--- src/rtl/ps2_pkg.sv ---
// PS/2 shared definitions: receiver state encoding, frame size and defaults.
// Latency: n/a (types and constants only).
// Backpressure: n/a.
package ps2_pkg;

   // Receiver FSM states
   typedef enum logic [1:0] {
      ST_IDLE = 2'd0,
      ST_DPS  = 2'd1,
      ST_LOAD = 2'd2
   } ps2_rx_state_e;

   localparam int PS2_FRAME_BITS     = 11;
   localparam int PS2_FILTER_LEN_DEF = 8;
   localparam int PS2_TIMEOUT_W_DEF  = 14;

   // Data byte plus parity bit must carry an odd number of ones.
   function automatic logic odd_par_err(input logic [8:0] data_par);
      return ~^data_par;
   endfunction

endpackage

--- src/rtl/ps2_clk_filter.sv ---
// PS/2 clock glitch filter: level output only moves after FILTER_LEN equal samples.
// Latency: FILTER_LEN clk cycles from a ps2c transition to fall_edge_o.
// Backpressure: none; free-running on every clock.
module ps2_clk_filter
   import ps2_pkg::*;
#(
   parameter int FILTER_LEN = PS2_FILTER_LEN_DEF
) (
   input  logic clk_i,
   input  logic reset_i,
   input  logic ps2c_i,
   output logic f_ps2c_o,
   output logic fall_edge_o
);

   logic [FILTER_LEN-1:0] filter_q, filter_d;
   logic                  f_ps2c_q, f_ps2c_d;

   // Shift in the raw line; the filtered level flips only on a unanimous window.
   always_comb begin
      filter_d = {ps2c_i, filter_q[FILTER_LEN-1:1]};
      f_ps2c_d = f_ps2c_q;
      if (&filter_d) begin
         f_ps2c_d = 1'b1;
      end else if (~|filter_d) begin
         f_ps2c_d = 1'b0;
      end
   end

   // Filter window and filtered level registers.
   always_ff @(posedge clk_i) begin
      if (reset_i) begin
         filter_q <= '0;
         f_ps2c_q <= 1'b0;
      end else begin
         filter_q <= filter_d;
         f_ps2c_q <= f_ps2c_d;
      end
   end

   assign f_ps2c_o    = f_ps2c_q;
   // Edge is flagged in the cycle the filtered level is about to drop.
   assign fall_edge_o = f_ps2c_q & ~f_ps2c_d;

endmodule

--- config.mk ---
export PLATFORM = sky130hd
export DESIGN_NAME = ps2_clk_filter
export DESIGN_NICKNAME = d
export VERILOG_FILES = /design/src/rtl/ps2_pkg.sv /design/src/rtl/ps2_clk_filter.sv
export SDC_FILE = /design/constraint.sdc
export NUM_CORES = 1
export LEC_CHECK = 0
export ABC_CLOCK_PERIOD_IN_PS = 900
export CAP_MARGIN = 20
export CORE_AREA = 2 2 39 41
export CTS_CLUSTER_DIAMETER = 40
export CTS_CLUSTER_SIZE = 40
export DETAILED_ROUTE_END_ITERATION = 7
export DIE_AREA = 0 0 41 43
export GPL_TIMING_DRIVEN = 0
export PLACE_DENSITY = 0.38
export SKIP_CTS_REPAIR_TIMING = 1
export SYNTH_ARGS = -nofsm -noshare
export SYNTH_HDL_FRONTEND = slang
export SYNTH_SLANG_ARGS = --single-unit
--- constraint.sdc ---
create_clock -name clk_i -period 0.9 [get_ports clk_i]
set_input_delay 0.09 -clock clk_i [delete_from_list [all_inputs] [get_ports clk_i]]
set_output_delay 0.09 -clock clk_i [all_outputs]
set_load 0.005 [all_outputs]
# Word level (Yosys, flattened, before mapping)
# Cells that the tools add are included.
[totals] regBits=9 inputBits=3 output_inout_bits=2 elab_cells=8
[classes] n_mux=2 bitwise=2 reduce_logical=2
[ops] op="AND reduction 8 bit" count=1
[ops] op="OR reduction 8 bit" count=1
[ops] op="2-to-1 mux 1 bit" count=2
[ops] op="bitwise AND 1 bit" count=1
[ops] op="inverter 1 bit" count=1

# Logic depth before layout (Yosys ltp)
# Gate-level depths: netlist (run 1).
[depth] ltp_word=5 depth_mapped=3 mapped_depth_nobuf=3

# Worst setup path before layout (run 1)
# OpenSTA, ideal clock, no wires.
[synth_path] path_type="reg2reg" from="register filter_q[7]" to="register f_ps2c_q (netlist: f_ps2c_o)" setup_time_ns=0.116 arrival_time_ns=0.851 required_ns=0.784 slack_ns=-0.067 path_stages_with_launch=4 n_path_buf=0 period_less_slack_ns=0.967 path_cell_list="dfxtp_1 > nor4_2 > a21oi_1 > a41o_1"
[synth_via] elab_chain_len=3 elab_cells_between_ends=4 classes_between="mux (2); reduce/logical (2)"
[synth_lines] element="from (decl)" line_no="ps2_clk_filter.sv:16" text="logic [FILTER_LEN-1:0] filter_q, filter_d;"
[synth_lines] element="from (signal assigned)" line_no="ps2_clk_filter.sv:36" text="filter_q <= filter_d;"
[synth_lines] element="OR reduction 8 bit" line_no="ps2_clk_filter.sv:25" text="end else if (~|filter_d) begin"
[synth_lines] element="2-to-1 mux 1 bit" line_no="ps2_clk_filter.sv:25"
[synth_lines] element="2-to-1 mux 1 bit *" line_no="ps2_clk_filter.sv:23" text="if (&filter_d) begin"
[synth_lines] element="to (signal assigned)" line_no="ps2_clk_filter.sv:37" text="f_ps2c_q <= f_ps2c_d;"
[synth_lines] element="to (decl)" line_no="ps2_clk_filter.sv:17" text="logic f_ps2c_q, f_ps2c_d;"
# Every way passes the cells marked *; elsewhere a longest branch is shown, timed or not.
# A chain may end at the register's enable or synchronous reset.

# Worst setup path in the final report (run 1)
[layout_path] from="register filter_q[1]" to="output port fall_edge_o"
[layout_via] elab_chain_len=5 elab_cells_between_ends=6 classes_between="mux (2); bitwise (2); reduce/logical (2)"
[layout_lines] element="OR reduction 8 bit" line_no="ps2_clk_filter.sv:25"
[layout_lines] element="2-to-1 mux 1 bit" line_no="ps2_clk_filter.sv:25"
[layout_lines] element="2-to-1 mux 1 bit *" line_no="ps2_clk_filter.sv:23"
[layout_lines] element="inverter 1 bit *" line_no="ps2_clk_filter.sv:43" text="assign fall_edge_o = f_ps2c_q & ~f_ps2c_d;"
[layout_lines] element="bitwise AND 1 bit *" line_no="ps2_clk_filter.sv:43"
[layout_lines] element="to (decl)" line_no="ps2_clk_filter.sv:13" text="output logic fall_edge_o"
# Marks and branches as above.

==> results of run 1 <==
[Yosys cell counts (all sizes together)]
cell    count
dfxtp       8
nor2b       7
nor4        2
a21oi       1
a41o        1
and3        1
nand2b      1
nand4       1
nor3b       1
[metrics by stage]
step / TNS [ns] / hold slack [ns] / power (mW)
2_1_floorplan: -0.0663 / 0.162 / 0.386
5_1_grt: -0.633 / 0.485 / 0.702
4_1_cts: -1.24 / 0.485 / 0.676
3_3_place_gp: -1.39 / 0.480 / 0.404
3_5_place_dp: -1.43 / 0.483 / 0.405
6_report: -0.464 / 0.482 / 0.664
[cells by family (layout without fill, tap and decap cells)]
logic type | after synthesis | after routing | synth area share
AO/OA/AOI/OAI | 2 | 2 | 0.0555
flip-flops | 8 | 8 | 0.593
buffers and inverters | 0 | 7 | 0
AND/OR/NAND/NOR | 13 | 13 | 0.352
[power by group]
group | leakage [nW] | internal, mW | switching (mW) | total, mW
Sequential | 0.0663 | 0.362 | 0.00743 | 0.370
Clock | 0.0138 | 0.152 | 0.111 | 0.262
Combinational | 0.0810 | 0.0200 | 0.0115 | 0.0316
Total | 0.161 | 0.534 | 0.130 | 0.664
[placed cells by master (no fill, tap or decap), drive strengths merged]
cell / synthesis / layout
a21oi: 1 / 1
a41o: 1 / 1
and3: 1 / 1
buf: 0 / 1
clkbuf: 0 / 3
clkdlybuf4s50: 0 / 2
dfxtp: 8 / 8
dlymetal6s2s: 0 / 1
nand2b: 1 / 1
nand4: 1 / 1
nor2b: 7 / 7
nor3b: 1 / 1
nor4: 2 / 2
[metal layers]
metal  track usage  vias up
met5             0        -
met4        0.0800        0
met3        0.0157        2
met2        0.0875        7
met1         0.100       84
li1              -       97
[cell type report]
class	count	area (um^2)	share of cell area
Sequential cell	8	164	0.452
Tap cell	16	20.0	0.0552
Multi-Input combinational cell	15	119	0.328
Clock buffer	3	22.5	0.0621
Timing Repair Buffer	4	37.5	0.103
[worst max path at each step]
stage	cells after the start	start	endpoint
global placement	4	ps2c_i	fall_edge_o
CTS	3	filter_q[2]$_SDFF_PP0_	fall_edge_o
global route	3	filter_q[2]$_SDFF_PP0_	fall_edge_o
finish	3	filter_q[1]$_SDFF_PP0_	fall_edge_o
detailed placement	4	ps2c_i	fall_edge_o
floorplan	3	filter_q[2]$_SDFF_PP0_	f_ps2c_o$_SDFF_PP0_
[state kept, by name (all words and copies together) (netlist names)]
register and count:
f_ps2c_o 1, filter_q 7
==> flow_summary.yaml, run 1 <==
outcome:
  status: "complete, but fails checks"
  violations: "setup timing"
final_layout:
  fin_cells: 46
  diodes: 0
  area_delta_synth_final_pct: 34.3
  stdcell_area_um2: 363
  fin_util: 0.262
  nets: 35
  fillers: 150
  drive_above_1_share: 0.300
pwr:
  ir_drop_mv: 0.607
  powerDensity_nw_per_um2: 1830
  leakage_nw: 0.161
logic_synthesis:
  synth.distinct_cells: 9
  netlist_area_um2: 270
  ys_seq_area_frac: 0.593
  synth_area_leaders: "dfxtp_1, nor2b_1, nor4_2"
  ys_warn_count: 0
  synth_top_cell_by_area: "dfxtp_1"
  syn-num-nets: 26
  synthCells: 23
  synth_top_area_frac: 0.593
  syn_area_per_cell_um2: 11.8
  ys_seq_elements: 8
clock_tree:
  clockBufferDepth: 2
  cts_tree: "done"
  cts.sinks: 8
  path_clk_slew_ns: 0.05
  worstSkewPairLatency_ns: 0.25
  cts_buffers: 3
  clockRootBuffer: "clkbuf_4"
  h-tree-depth: 1
global_route:
  grt_pass1_wl_um: 848
  antenna_found_initial: 0
  grt_overflow: 0
  first_global_vias: 212
  grt_usage: 0.0744
  grt_max_degree: 10
worst_setup_path:
  end_kind: "output port"
  rrSetupSlack_ns: -0.13
  cp_top_family: "simple AND/OR/NAND/NOR gates"
  crit_fanout: 2
  worstPathArrival_ns: 1.15
  reg2reg_depth: 3
  r2r_start: "filter_q[1]$_SDFF_PP0_"
  start_kind: "register"
  reg2reg_to: "f_ps2c_o$_SDFF_PP0_"
  critPathMaxStageDelay_ns: 0.32
  worstPathRequired_ns: 0.81
  crit_path_cell_trace: "nor4_2 > and3_1 > buf_2"
  slowest_stage: "dfxtp_1"
  worstSetupPathType: "register to output port"
  crit_buf_inv: 1
timing:
  setup_slack_ns: -0.338
  rsz0062_at_grt: "true"
  fin_worst_skew_ns: 0.000744
  worst_slew_pin_slew_ns: 0.291
  fin_crit_ns: 1.24
  period_share: 1.38
  hold_viol_final: 0
  relSlewSlack: 0.806
  maxSlewViolCount: 0
  setup-violations-final: 2
  fmax_ghz: 0.808
drt:
  routed.top_layer: "met4"
  firstDrtPassIters: 1
  wl_per_cell_um: 9.63
  drt_iter0_drc: 0
  num_vias: 190
  drc: 0
  finalWirelength_um: 443
  met2WireLength_um: 182
  antenna_left: 0
  vias_per_cell: 4.13
  met3_length_um: 28
  wl_met1_um: 217
flow_run:
  max_cap_violations: 0
floorplan:
  die_w_um: 41
  coreArea_um2: 1380
  dieArea_um2: 1760
  num_rows: 14
  die_y_um: 43
  io_pins: 5
  start_util: 0.195
min_path:
  hold_start: "ps2c_i"
  whs_path_depth: 2
  min_to: "filter_q[7]$_SDFF_PP0_"
  hold_class: "input port to register"
placed_design:
  gp_congestion: 0.693
  dp.cells: 43
  io_buffers: 4
  place_ws_ns: -0.721
  placed_area_um2: 330
  dp_hpwl_um: 346
(Power assumes the default switching activity.)
==> run 2: changes to the inputs <==
Settings changed: TNS_END_PERCENT set to 100.
==> results of run 2 <==
The final DEF is identical to that of run 1; final timing and power are the same.
